===== config.mk =====
export PLATFORM = sky130hd
export DESIGN_NAME = uart_tx_fifo
export DESIGN_NICKNAME = d
export VERILOG_FILES = /design/src/rtl/uart_tx_fifo.sv
export SDC_FILE = /design/constraint.sdc
export NUM_CORES = 1
export LEC_CHECK = 0
export ABC_AREA = 1
export CELL_PAD_IN_SITES_DETAIL_PLACEMENT = 0
export CELL_PAD_IN_SITES_GLOBAL_PLACEMENT = 1
export CORE_MARGIN = 2
export CORE_UTILIZATION = 52
export DETAILED_ROUTE_END_ITERATION = 10
export PLACE_DENSITY = 0.93
export SLEW_MARGIN = 10
export SYNTH_ARGS = -nofsm -noshare
export SYNTH_HDL_FRONTEND = slang
export SYNTH_SLANG_ARGS = --single-unit

===== constraint.sdc =====
create_clock -name clk -period 5.55 [get_ports clk]
set_input_delay 1.11 -clock clk [delete_from_list [all_inputs] [get_ports clk]]
set_output_delay 1.11 -clock clk [all_outputs]
set_load 0.05 [all_outputs]

===== src/rtl/uart_tx_fifo.sv =====
// uart_tx_fifo: byte queue in front of the UART transmitter.
// Bytes are stored in a small FIFO. A three-state launcher pops one byte at a
// time into the transmitter using a one-cycle tx_start pulse and a registered
// tx_din, and it waits for tx_ready before each launch.
module uart_tx_fifo #(
  parameter int unsigned ADDR_W = 4
) (
  input  logic              clk,
  input  logic              reset_n,
  input  logic              wr_en,
  input  logic [7:0]        wr_data,
  input  logic              clr_overflow,
  input  logic              tx_ready,
  output logic              tx_start,
  output logic [7:0]        tx_din,
  output logic              full,
  output logic              empty,
  output logic [ADDR_W:0]   level,
  output logic              overflow,
  output logic              busy
);

  localparam int unsigned DEPTH = 2 ** ADDR_W;
  localparam int unsigned CNT_W = ADDR_W + 1;

  localparam logic [1:0] S_IDLE = 2'd0;
  localparam logic [1:0] S_ARM  = 2'd1;
  localparam logic [1:0] S_SEND = 2'd2;

  logic [7:0]        mem [DEPTH];
  logic [ADDR_W-1:0] rd_ptr;
  logic [ADDR_W-1:0] wr_ptr;
  logic [ADDR_W:0]   count;
  logic [1:0]        state;
  logic [1:0]        state_nxt;
  logic              pop_c;
  logic              push_c;
  logic              drop_c;

  // Occupancy decodes; count is the single source of truth.
  assign full  = (count == CNT_W'(DEPTH));
  assign empty = (count == '0);
  assign level = count;
  assign busy  = (state != S_IDLE);

  // A push is accepted if there is space, or if a pop frees a slot in the same cycle.
  assign push_c = wr_en & (~full | pop_c);
  assign drop_c = wr_en & ~push_c;

  // Launch FSM. An explicit compare with 1 keeps an unknown tx_ready from launching.
  always_comb begin
    state_nxt = state;
    pop_c     = 1'b0;
    case (state)
      S_IDLE: begin
        if ((count != '0) && (tx_ready == 1'b1)) begin
          pop_c     = 1'b1;
          state_nxt = S_ARM;
        end
      end
      // tx_ready stays high for a short time after start, so wait here until it falls.
      S_ARM: begin
        if (tx_ready == 1'b0) state_nxt = S_SEND;
      end
      S_SEND: begin
        if (tx_ready == 1'b1) state_nxt = S_IDLE;
      end
      default: state_nxt = S_IDLE;
    endcase
  end

  // State register.
  always_ff @(posedge clk or negedge reset_n) begin
    if (!reset_n) state <= S_IDLE;
    else          state <= state_nxt;
  end

  // Storage array. It has no reset because contents are qualified by count.
  always_ff @(posedge clk) begin
    if (push_c) mem[wr_ptr] <= wr_data;
  end

  // Pointers, occupancy count and the sticky overflow flag.
  always_ff @(posedge clk or negedge reset_n) begin
    if (!reset_n) begin
      rd_ptr   <= '0;
      wr_ptr   <= '0;
      count    <= '0;
      overflow <= 1'b0;
    end else begin
      if (push_c) wr_ptr <= wr_ptr + ADDR_W'(1);
      if (pop_c)  rd_ptr <= rd_ptr + ADDR_W'(1);
      case ({push_c, pop_c})
        2'b10:   count <= count + CNT_W'(1);
        2'b01:   count <= count - CNT_W'(1);
        default: count <= count;
      endcase
      if (drop_c)            overflow <= 1'b1;
      else if (clr_overflow) overflow <= 1'b0;
    end
  end

  // Transmitter handshake: one-cycle start pulse, and din held from launch to launch.
  always_ff @(posedge clk or negedge reset_n) begin
    if (!reset_n) begin
      tx_start <= 1'b0;
      tx_din   <= 8'h00;
    end else begin
      tx_start <= pop_c;
      if (pop_c) tx_din <= mem[rd_ptr];
    end
  end

endmodule


## Word-level counts from Yosys, hierarchy flattened

Memory sizes are Yosys's and may differ from the RTL's. A register that Yosys moved wholly into a read port is not among the register bits.
Index checks and enable logic that the tools add are counted.

- Bits in registers: 17
- RAM bits: 128
- Output and inout port bits: 18
- Logic and storage cells: 44
- Memories: 1

Memories:

| memory | words | bits a word | rd ports | clocked after Yosys merged registers in | write ports | RTL line | source |
|---|---|---|---|---|---|---|---|
| mem | 16 | 8 | 1 | 1 | 1 | 30 | `logic [7:0] mem [DEPTH];` |

- $add $sub $neg: 4
- Equality and inequality tests: 8
- Mux-type cells: 11
- Bitwise logic cells: 5
- Reduce and logical (&&, ||, !) cells: 9

Operator list:

| kind | count |
|---|---|
| 5-bit case mux with 2 select lines | 1 |
| 4-bit by 1-bit adder with 4-bit output, second input constant | 2 |
| 1-bit 2-to-1 mux | 6 |
| 2-bit 2-to-1 mux | 3 |
| 2-bit != test, second input constant | 3 |
| 2-bit case mux with 3 select lines | 1 |
| 2-bit nonzero test | 3 |
| 5-bit by 1-bit adder with 5-bit output, second input constant | 1 |
| 5-bit == test, second input constant | 1 |
| 5-bit logical NOT | 1 |
| 5-bit nonzero test | 1 |
| 5-bit by 1-bit subtractor with 5-bit output, second input constant | 1 |
| 2-bit by 1-bit == test with 1-bit output, second input constant | 2 |
| 2-bit == test, second input constant | 2 |
| 3-bit AND reduction | 1 |
| 1-bit AND | 2 |
| 2-bit logical NOT | 1 |
| 1-bit NOT | 2 |
| 1-bit logical AND | 1 |
| 1-bit logical NOT | 1 |
| 1-bit bitwise OR | 1 |

## Logic depth before layout (Yosys ltp)

Gate-level depths: netlist (run 1).

- Depth in word-level cells: 9
- Mapped depth: 15

## Least setup slack after synthesis (run 1)

Ideal clock, no wire load.

- Kind: input-to-reg
- Start point: in tx_ready
- End point: reg count[4], in the netlist level[4]
- Setup time: 0.114 ns
- Arrival time: 2.439 ns
- Required time: 5.436 ns
- Slack: 2.997 ns
- Stages: 13
- Buffers on the path: 0
- Path through: inv_1 -> nor2_8 -> nand2_4 -> inv_4 -> nand2_4 -> fa_1 -> nand3b_1 -> nand3_1 -> nand2_1 -> nand2_1 -> nand2_1 -> nand2_1 -> inv_1

- Cells in the longest elaborated chain, start to end: 7
- Elaborated cells between the ends (all ways): 9

Ends and longest elaborated chain:

| item | RTL line | source |
|---|---|---|
| start: declaration | 13 | `input logic tx_ready,` |
| 1-bit logical AND * | 56 | `if ((count != '0) && (tx_ready == 1'b1)) begin` |
| 1-bit 2-to-1 mux * | 56 |  |
| 1-bit 2-to-1 mux * | 54 | `case (state)` |
| 1-bit bitwise OR | 47 | `assign push_c = wr_en & (~full \| pop_c);` |
| 1-bit AND | 47 |  |
| 2-bit by 1-bit == test with 1-bit output or 2-bit == test (tied branches) | 93 | `case ({push_c, pop_c})` |
| 5-bit case mux with 2 select lines or 2-bit nonzero test (tied branches) | - |  |
| end signal: assignment | 94 | `2'b10: count <= count + CNT_W'(1);` |
| end signal: assignment | 95 | `2'b01: count <= count - CNT_W'(1);` |
| end signal: assignment | 96 | `default: count <= count;` |
| end: declaration | 33 | `logic [ADDR_W:0] count;` |

Every way passes the cells marked *; elsewhere a longest branch is shown, timed or not.
A chain may end at the register's enable or synchronous reset.

## Worst setup path in the final report (run 1)

- Start point: reg count[1], in the netlist level[1]
- End point: out full

- Cells in the longest elaborated chain, start to end: 1

Ends and longest elaborated chain:

| item | RTL line | source |
|---|---|---|
| 5-bit == test | 41 | `assign full = (count == CNT_W'(DEPTH));` |
| end: declaration | 16 | `output logic full,` |

No other way between the ends.

==> impl_results.md, run 1 <==
* Worst Path Required at 4440 ps
* GR Util All Layers at 0.2216
* CTS tree: yes
* Unrepaired setup endpoints after global routing: false
* Vias in the first global route at 4473
* Total power at 4.171 mW
* # Post-CTS Setup Buffers at 0
* Reg area at 4471 um2
* Layout cells sized above 1 at 0.07299
* Final period utilization at 0.5781
* Clock share of power at 0.263
* Total CTS buffers at 17
* Initial Util at 0.5366
* Clock Path Buffers at 2
* Post-Route WL at 14590 um
* DRT iter0 DRCs at 372
* Final nets at 694
* Worst path arrival time at 2100 ps
* Global route overflow at 0
* Fmax at 311.7 MHz
* Syn avg cell area at 10.55 um2
* Drt pass-1 iters at 7
* Critical path fanouts, max at 5
* VDD IR max at 0.2646 mV
* Initial antenna violation count at 0
* Max-cap violations at 0
* Setup violators final at 0
* Setup Skew at 11.82 ps
* Die area at 14060 um2
* Psw at 1.628 mW
* Post-Syn Nets at 669
* Clk slew on worst S/H paths at 60 ps
* Area delta synth->final at 12.99%
* Hold Path Class: reg -> reg
* Final WS setup at 2342 ps
* DRC Markers at 0
* ANT cells at 0
* DR vias at 4415
* Worst slew pin tran at 920.7 ps
* Leakage Power at 3.298 nW
* Crit. End Element: output pin
* Post-Syn Area at 6827 um2
* First-pass GRT wire length at 23330 um
* Worst-skew pair later-pin latency at 420 ps
* Routability cong. at 0.8947
* Combinational cell fraction of total power at 0.367
* DR WL/cell at 17.02 um
* Largest net degree at the start of global routing at 76
* Die width at 118.6 um
* Relative slew slack at 0.3862
* Post-Syn Instances at 647
* WS Path Type: reg -> out
* Number of vias per cell at 5.152
* Final setup TNS at 0 ps
* Die H at 118.6 um
* Internal power at 2.542 mW
* #FFs+latches synth at 153
* CP Launch Type: flop
* H-Tree Depth at 4
* CTS Sinks at 153
* WHS at 469.0 ps
* Post-synthesis cell type count at 31
* Antenna Nets Post-Route at 0
* Pre-CTS WS at 2267 ps
* CORE AREA at 12720 um2
* Cts repair resizes at 0
* Hold Buf Count CTS at 0
* Status: complete, no violations
* Fillers at 1027
* Top Ports at 31
* DP Wirelength at 9417 um
* Final Hold Fails at 0
* Commonest non-fill, non-tap cell in the layout: nand2_1
* Flop pwr share at 0.370
* Port bufs at 30
* Switching Fraction at 0.3904
* Most frequent cells in the layout: 219 x nand2_1, 128 x edfxtp_1, 86 x inv_1, 86 x nand3_1, 30 x clkdlybuf4s50_1
* Sequential area share after synthesis at 0.6547
* Slew Limit Fails at 0
* Row Count at 41
* Root buf cell: clkbuf_16
* Synth Warn # at 0
* Minimum clock period after layout at 3208 ps
* Area of the multi-input gates at 1787 um2
* Power Dens Cells at 540.7 nW/um2
-- kinds of logic (layout without fill, tap and decap cells) --
logic type                 after synthesis  in the layout  share of synthesized area
xor gates and xnor gates                 9              9                    0.01265
AOI/OAI and AO/OA                       19             19                    0.01943
DFF                                    153            153                     0.6547
and+or+nand+nor                        336            336                     0.2121
adders and majority gates                9              9                    0.01760
buffers and inverters                  121            159                    0.08358
-- routing by layer --
metal / vias up / routed length, um / global-route usage
met5: - / 0 / 0
met4: 0 / 325 / 0.08780
met3: 25 / 859 / 0.04488
met2: 162 / 7306 / 0.3646
met1: 2083 / 6093 / 0.2895
li1: 2145 / - / -
-- per-stage QoR --
stage	util	instance area, um2	cells
detailed placement	0.5623	7153	825
global route	0.6063	7714	857
floorplan	-	6827	647
global placement	0.5623	7153	825
finish	0.6063	7714	857
CTS	0.6063	7714	857
-- cell type report --
type | instances | area share
Multi-Input combinational cell | 373 | 0.2316
Timing Repair Buffer | 33 | 0.04185
Clock inverter | 12 | 0.01606
Clock buffer | 20 | 0.05661
Inverter | 94 | 0.04639
Sequential cell | 153 | 0.5796
Tap cell | 172 | 0.02790
-- cell usage after synthesis --
master      n  area, um2
o211ai_1    8      60.06
dfrtp_1    25      625.6
inv_1      86      322.8
fa_1        1      20.02
nor2_8      1      20.02
o32ai_1     1      8.760
o31ai_1     1      7.510
buf_4       4      30.03
clkbuf_1    1      3.750
clkinv_1    2      7.510
o21ai_0     2      10.01
o21ai_4     1      16.27
inv_2       4      15.01
nand4_1     1      6.260
nor2_2      2      12.51
nand3_2     3      30.03
o21ai_1     1      5.000
nand3b_1    1      7.510
edfxtp_1  128       3844
buf_6      11      123.9
nand3_1    86      430.4
a21oi_1     5      25.02
nand2_2     1      6.260
buf_2      11      55.05
inv_4       2      12.51
ha_1        8      100.1
xor2_2      1      16.27
xor2_1      8      70.07
nand2_4     4      45.04
nand2_1   219      822.0
nor2_1     18      67.56
-- worst max-delay path, cell delays in order, from the launching register on --
cell	delay, ps
dfrtp_1	440
nor2_2	180
nand3_2	170
inv_1	90
clkdlybuf4s50_1	800
-- state kept, by name, indices dropped and copies added (netlist names) --
name,cells
tx_din,8
tx_start,1
mem,128
rd_ptr,4
level,5
overflow,1
state,2
wr_ptr,4
-- power groups by stage --
stage	clock network (mW)	registers, mW	logic (mW)
floorplan	0	1.69	1.04
global placement	0	1.56	1.49
detailed placement	0	1.56	1.51
CTS	1.10	1.54	1.53
global route	1.15	1.56	1.69
finish	1.10	1.54	1.53
-- worst paths after layout --
| check | slack, ps | depth (start not counted) | from | endpoint |
|---|---|---|---|---|
| setup / recovery | 2340 | 4 | level[1] | full |
| hold / removal | 470 | 1 | state[0] | state[1] |
| setup reg to reg | 3080 | 10 | rd_ptr[0] | tx_din[7] |
| hold reg to reg | 470 | 1 | state[0] | state[1] |
| max in group asynchronous | 4220 | 2 | reset_n | rd_ptr[0] |
| min in group asynchronous | 1060 | 2 | reset_n | state[1] |
No activity file was read; power rests on OpenSTA's default activity.
==> inputs of run 2 (changes only) <==
--- a/config.mk
+++ b/config.mk
@@ -9,9 +9,9 @@
 export CELL_PAD_IN_SITES_DETAIL_PLACEMENT = 0
 export CELL_PAD_IN_SITES_GLOBAL_PLACEMENT = 1
 export CORE_MARGIN = 2
-export CORE_UTILIZATION = 52
+export CORE_UTILIZATION = 48
 export DETAILED_ROUTE_END_ITERATION = 10
-export PLACE_DENSITY = 0.93
+export PLACE_DENSITY = 0.87
 export SLEW_MARGIN = 10
 export SYNTH_ARGS = -nofsm -noshare
 export SYNTH_HDL_FRONTEND = slang
==> constraint.sdc (replaced) <==
create_clock -name clk -period 3.21 [get_ports clk]
set_input_delay 0.642 -clock clk [delete_from_list [all_inputs] [get_ports clk]]
set_output_delay 0.642 -clock clk [all_outputs]
set_load 0.05 [all_outputs]
==> run 2 against run 1 <==
Net effect: setup slack worse by 1900 ps; global-route usage is 0.31 points lower; clock power is 91% higher; clock skew is 1.2 ps higher.
==> impl_results.md, run 2 (synthesis results as in run 1) <==
* Status: complete, no violations
* Area delta synth->final at 14.31%
* DRC Markers at 0 (unchanged)
* CORE AREA at 13880 um2 (+9.1%)
* Setup Skew at 12.99 ps (+1.167 ps)
* Antenna Nets Post-Route at 0 (unchanged)
* Port bufs at 30 (unchanged)
* Crit-path max cell delay at 800 ps (about the same)
* Unrepaired setup endpoints after global routing: false
* Row Count at 43 (+4.9%)
* Vias in the first global route at 4365 (-2.4%)
* Reg area at 4471 um2 (unchanged)
* GR Util All Layers at 0.2185 (-0.003132)
* Clk slew on worst S/H paths at 60 ps (about the same)
* Hold Path Depth at 1 (unchanged)
* First-pass GRT wire length at 23600 um (+1.2%)
* Cts repair resizes at 0 (unchanged)
* Global route overflow at 0 (unchanged)
* Hold path start: state[0]
* Initial Util at 0.4918 (-0.04479)
* Minimum clock period after layout at 2739 ps
* Max-cap violations at 0 (unchanged)
* Worst path arrival time at 2100 ps (about the same)
* Most frequent cells in the layout: 219 x nand2_1, 128 x edfxtp_1, 86 x inv_1, 86 x nand3_1, 30 x clkdlybuf4s50_1
* Drt pass-1 iters at 5 (-2)
* Placed Area at 7178 um2 (+0.35%)
* Relative slew slack at 0.3865 (about the same)
* Internal reg-to-reg setup slack at 950 ps (-2130 ps)
* Leakage Power at 3.337 nW (+1.2%)
* Worst Path Required at 2570 ps (-1870 ps)
* Placed Instances at 835 (+1.2%)
* Fillers at 1233 (+20%)
* Metal2 WL at 7376 um (+0.96%)
* Layout cells sized above 1 at 0.08006 (+0.007066)
* Crit. End Element: output pin
* Top Ports at 31 (unchanged)
* Critical Path Slowest Stage Cell: clkdlybuf4s50_1
* Slew Limit Fails at 0 (unchanged)
* Final setup TNS at 0 ps (unchanged)
* Finished Cell Area at 7804 um2 (+1.2%)
* Crit Reg-Reg Endpoint: tx_din[5]
* CP delay by family, top: buffers and inverters
* Final nets at 696 (+0.29%)
* Pre-CTS WS at 370.3 ps (-1896 ps)
* VDD IR max at 0.5792 mV (+120%)
* H-Tree Depth at 4 (unchanged)
* Die area at 15190 um2 (+8.0%)
* Hold Buf Count CTS at 0 (unchanged)
* Final period utilization at 0.8531
* Worst-skew pair later-pin latency at 430 ps (about the same)
* Number of vias per cell at 5.182 (+0.59%)
* Hold endpoint: state[1]
* Fmax at 365.2 MHz
* Die width at 123.3 um (+3.9%)
* ANT cells at 0 (unchanged)
* DRT iter0 DRCs at 271 (-27%)
* Die H at 123.3 um (+3.9%)
* Max reg flops at 128 (unchanged)
* DR vias at 4493 (+1.8%)
* Initial antenna violation count at 0 (unchanged)
* Root buf cell: clkbuf_16
* Metal-1 WL at 6369 um (+4.5%)
* DP Wirelength at 9689 um (+2.9%)
* Clock Path Buffers at 2 (unchanged)
* # Post-CTS Setup Buffers at 0 (unchanged)
* Power Dens Cells at 952.5 nW/um2 (+76%)
* Hold Path Class: reg -> reg
* CP cell instances: nor2_2, nand3_2, inv_1, clkdlybuf4s50_1
* Area of the multi-input gates at 1787 um2 (unchanged)
* DR WL/cell at 17.42 um (+2.3%)
* Final non-filler cell total at 867 (+1.2%)
* CTS Sinks at 153 (unchanged)
* Worst slew pin tran at 917.3 ps (-3.369 ps)
* CTS tree: yes
* Routability cong. at 0.8221 (-8.1%)
* Worst R2R Path Depth at 6 (-4)
* CP Launch Point: level[1]
* Final Hold Fails at 0 (unchanged)
* Final WS setup at 471.5 ps (-1870 ps)
* Post-Route WL at 15100 um (+3.5%)
* Top sig layer: met4
* CP Launch Type: flop
* Met3 wire length at 929 um (+8.1%)
* Commonest non-fill, non-tap cell in the layout: nand2_1
* Largest Register: mem
* Reg-to-Reg Start: rd_ptr[2]
* Critical path fanouts, max at 5 (unchanged)
* Finished Core Util at 0.5622 (-0.04412)
* Total CTS buffers at 17 (unchanged)
* Largest net degree at the start of global routing at 75 (-1.3%)
* Setup violators final at 0 (unchanged)
* WS Path Type: reg -> out
* CP Buf/Inv Count at 2 (unchanged)
-- run 2: worst max-delay path by stage --
stage | end | slack [ps] | depth (start not counted)
after detailed placement | level[4] | 370 | 14
after global routing | full | 370 | 4
after floorplan | level[4] | 1090 | 13
after CTS | full | 450 | 4
after global placement | level[4] | 420 | 14
final | full | 470 | 4
-- run 2: worst register-to-register path, delay by kind of cell, from the launching register on --
family / cells / cell delay (ps)
flip-flops: 1 / 760
AND/OR/NAND/NOR: 5 / 770
buffers and inverters: 1 / 660
-- run 2: cell type report --
| cell class | instances | share of cell area |
|---|---|---|
| clock inverters | 14 | 0.02517 |
| repair buffers | 35 | 0.04329 |
| multi-input cells | 373 | 0.2290 |
| flip-flops and latches | 153 | 0.5729 |
| well taps | 180 | 0.02886 |
| clock buffers | 18 | 0.05499 |
| inverters | 94 | 0.04586 |
-- run 2: power breakdown --
part | internal, mW | total, mW | switching, mW
Combinational | 0.789 | 2.65 | 1.86
Sequential | 2.47 | 2.68 | 0.214
Clock | 1.30 | 2.10 | 0.798
-- run 2: routing by layer --
metal  up-vias  global-route usage
li1       2163                   -
met1      2154              0.2909
met2       145              0.3486
met3        31             0.04982
met4         0             0.08878
met5         -                   0
-- run 2: through the flow --
step / hold slack [ps] / power (mW)
after global placement: 442.9 / 5.312
after floorplan: 346.4 / 4.715
final: 475.3 / 7.433
after detailed placement: 460.3 / 5.357
after CTS: 475.9 / 7.462
after global routing: 481.6 / 7.866
==> inputs of run 3 (changes only) <==
--- a/config.mk
+++ b/config.mk
@@ -5,13 +5,12 @@
 export SDC_FILE = /design/constraint.sdc
 export NUM_CORES = 1
 export LEC_CHECK = 0
-export ABC_AREA = 1
 export CELL_PAD_IN_SITES_DETAIL_PLACEMENT = 0
 export CELL_PAD_IN_SITES_GLOBAL_PLACEMENT = 1
 export CORE_MARGIN = 2
-export CORE_UTILIZATION = 48
+export CORE_UTILIZATION = 51
 export DETAILED_ROUTE_END_ITERATION = 10
-export PLACE_DENSITY = 0.87
+export PLACE_DENSITY = 0.86
 export SLEW_MARGIN = 10
 export SYNTH_ARGS = -nofsm -noshare
 export SYNTH_HDL_FRONTEND = slang
==> run 3 against run 2 <==
Net effect: clock skew decreased by 6.2 ps; core utilization up 5.4 points; setup slack worse by 310 ps; design area decreased by 6.0%; worst hold slack gained 53 ps; non-clock buffer count rose by 9; critical path depth stayed put; clock power about the same; first-iteration DRC count up 28%; critical endpoint unchanged; largest power group unchanged; highest routed layer unchanged.
==> impl_results.md, run 3 <==
* Cts repair resizes at 0 (unchanged)
* Worst-skew pair later-pin latency at 420 ps (about the same)
* First-pass GRT wire length at 18610 um (-21%)
* Layout cells sized above 1 at 0.2242 (+0.1442)
* Syn avg cell area at 19.01 um2 (+80%)
* Post-Syn Instances at 325 (-50%)
* Setup Skew at 6.754 ps (-6.235 ps)
* Global route overflow at 0 (unchanged)
* Post-Syn Area at 6178 um2 (-9.5%)
* DP Wirelength at 7401 um (-24%)
* Top Ports at 31 (unchanged)
* Initial Util at 0.5187 (+0.02690)
* Leakage Power at 2.549 nW (-24%)
* Clock Path Buffers at 2 (unchanged)
* DR WL/cell at 22.12 um (+27%)
* CTS Sinks at 153 (unchanged)
* CP Launch Type: flop
* Root buf cell: clkbuf_16
* Final period utilization at 0.9497 (+0.09658)
* Placed Area at 6711 um2 (-6.5%)
* Sequential area share after synthesis at 0.7234 (+0.06868)
* CORE AREA at 11910 um2 (-14%)
* Initial antenna violation count at 0 (unchanged)
* Area delta synth->final at 18.73%
* Slew Limit Fails at 0 (unchanged)
* VDD IR max at 0.5688 mV (-1.8%)
* H-Tree Depth at 4 (unchanged)
* Area leader, netlist: edfxtp_1
* Placed Instances at 503 (-40%)
* CP cell instances: nor4_2, nand2_1, inv_1, clkdlybuf4s50_1
* Finished Cell Area at 7336 um2 (-6.0%)
* Die H at 114.1 um (-7.5%)
* #FFs+latches synth at 153 (unchanged)
* Post-Route WL at 11830 um (-22%)
* Crit-path max cell delay at 800 ps (about the same)
* WS Path Type: reg -> out
* Final non-filler cell total at 535 (-38%)
* Most frequent cells in the layout: 128 x edfxtp_1, 32 x mux4_2, 30 x clkdlybuf4s50_1, 24 x dfrtp_1, 21 x nand2_1
* Hold Buf Count CTS at 0 (unchanged)
* Setup violators final at 0 (unchanged)
* Die area at 13010 um2 (-14%)
* Commonest non-fill, non-tap cell in the layout: edfxtp_1
* CP Buf/Inv Count at 2 (unchanged)
* Status: complete, no violations
* Post-synthesis cell type count at 39 (+26%)
* DRC Markers at 0 (unchanged)
* Hold Path Class: reg -> reg
* DR vias at 3039 (-32%)
* Critical Path Slowest Stage Cell: clkdlybuf4s50_1
* Post-synth EDFFs at 128 (unchanged)
* CTS tree: yes
* Die width at 114.1 um (-7.5%)
* GR Util All Layers at 0.2037 (-0.01476)
* Worst path arrival time at 2410 ps (+310 ps)
* Relative slew slack at 0.3188 (-0.06772)
* Worst Path Required at 2570 ps (about the same)
* Max-cap violations at 0 (unchanged)
* Row Count at 40 (-7.0%)
* Post-Syn Nets at 347 (-48%)
* Drt pass-1 iters at 5 (unchanged)
* Synth Warn # at 0 (unchanged)
* Largest Register: mem
* Power Dens Cells at 945.3 nW/um2 (-0.76%)
* Finished Core Util at 0.6159 (+0.05366)
* Final setup TNS at 0 ps (unchanged)
* Synth top area cells: edfxtp_1 62%, mux4_2 12%, dfrtp_1 10%
* Max reg flops at 128 (unchanged)
* Crit. End Element: output pin
* Most frequent cell after synthesis: edfxtp_1
* Final Hold Fails at 0 (unchanged)
* ANT cells at 0 (unchanged)
* Most frequent cells after synthesis: 128 x edfxtp_1, 32 x mux4_2, 25 x dfrtp_1
* Synth Flop Type: edfxtp_1
* Unrepaired setup endpoints after global routing: false
* Minimum clock period after layout at 3049 ps (+310.0 ps)
* Critical path fanouts, max at 6 (+1)
* # Post-CTS Setup Buffers at 0 (unchanged)
* Routability cong. at 0.8209 (-0.15%)
* Fmax at 328.0 MHz (-10%)
* Port bufs at 30 (unchanged)
* Internal reg-to-reg setup slack at 590 ps (-360 ps)
* CP delay by family, top: buffers and inverters
* Total CTS buffers at 17 (unchanged)
* Number of vias per cell at 5.680 (+9.6%)
* Fillers at 868 (-30%)
* Largest net degree at the start of global routing at 34 (-55%)
* Clk slew on worst S/H paths at 60 ps (about the same)
* DRT iter0 DRCs at 347 (+28%)
* Vias in the first global route at 3221 (-26%)
* Worst slew pin tran at 1022 ps (+104.5 ps)
* Async set-reset flop share out of synthesis at 0.1634 (unchanged)
* Final nets at 397 (-43%)
* Antenna Nets Post-Route at 0 (unchanged)
* Share of the synthesized area in the top cell type at 0.6221 (+0.05906)
[run 3: cell types whose count changed after synthesis, moves of 7 or more]
cell / before / now
nand2_1: 219 / 21
nand3_1: 86 / 1
inv_1: 86 / 13
mux4_2: 0 / 32
mux2i_1: 0 / 17
and2_1: 0 / 13
buf_6: 11 / 0
nor2_1: 18 / 7
o221ai_1: 0 / 9
xnor2_1: 0 / 9
xor2_1: 8 / 0
o211ai_1: 8 / 1
[run 3: layout make-up]
class,instances,area (um2),area share
multi-input cells,145,1599,0.2180
clock buffers,17,425.4,0.05799
inverters,14,52.55,0.007164
flip-flops and latches,153,4471,0.6094
repair buffers,44,405.4,0.05526
clock inverters,15,198.9,0.02712
well taps,147,183.9,0.02507
[run 3: path summary, 6_finish.rpt]
check                                from         to  cells past startpoint
min in group asynchronous         reset_n   state[0]                      2
worst max-delay path             level[0]       full                      4
worst min-delay path            tx_din[1]  tx_din[1]                      2
worst max register to register   level[0]   level[4]                      9
max in group asynchronous         reset_n  rd_ptr[2]                      2
worst min register to register  tx_din[1]  tx_din[1]                      2
[run 3: logic make-up (layout without fill, tap and decap cells)]
| kind of cell | count (synthesis) | after routing | synth area share |
|---|---|---|---|
| AOI/OAI and AO/OA | 19 | 19 | 0.02754 |
| xor gates and xnor gates | 9 | 9 | 0.01276 |
| adders and majority gates | 9 | 9 | 0.01944 |
| buffers and inverters | 27 | 90 | 0.01782 |
| DFF | 153 | 153 | 0.7234 |
| muxes | 51 | 51 | 0.1490 |
| and+or+nand+nor | 57 | 57 | 0.05002 |
[run 3: routing by layer]
metal	global-route usage	share of wire	wire [um]	vias to the layer above
met5	0	0	0	-
met4	0.08293	0.022	257	0
met3	0.05558	0.079	939	22
met2	0.3127	0.49	5800	111
met1	0.2813	0.41	4836	1524
li1	-	-	-	1382
[run 3: worst register-to-register path, stage by stage (launching register included)]
cell,delay (ps)
dfrtp_1,460
or4_4,590
o21ai_4,160
nor2_2,60
ha_1,330
nor2b_1,140
o21ai_0,190
nand3_1,130
o32a_1,310
o211ai_1,170
[run 3: metrics by stage]
step                total power [mW]  hold WS, ps  setup WS [ps]
finish                         6.934        528.6          161.5
global placement               4.843        492.9          194.3
global route                   7.245        542.1          3.508
detailed placement             4.889        503.5          66.53
floorplan                      4.217        346.4          495.2
CTS                            6.995        523.9          143.6
[run 3: report_power, final]
part	internal [mW]	switching [mW]
clock network	1.30	0.780
registers	2.47	0.326
logic	0.944	1.11
total	4.72	2.22
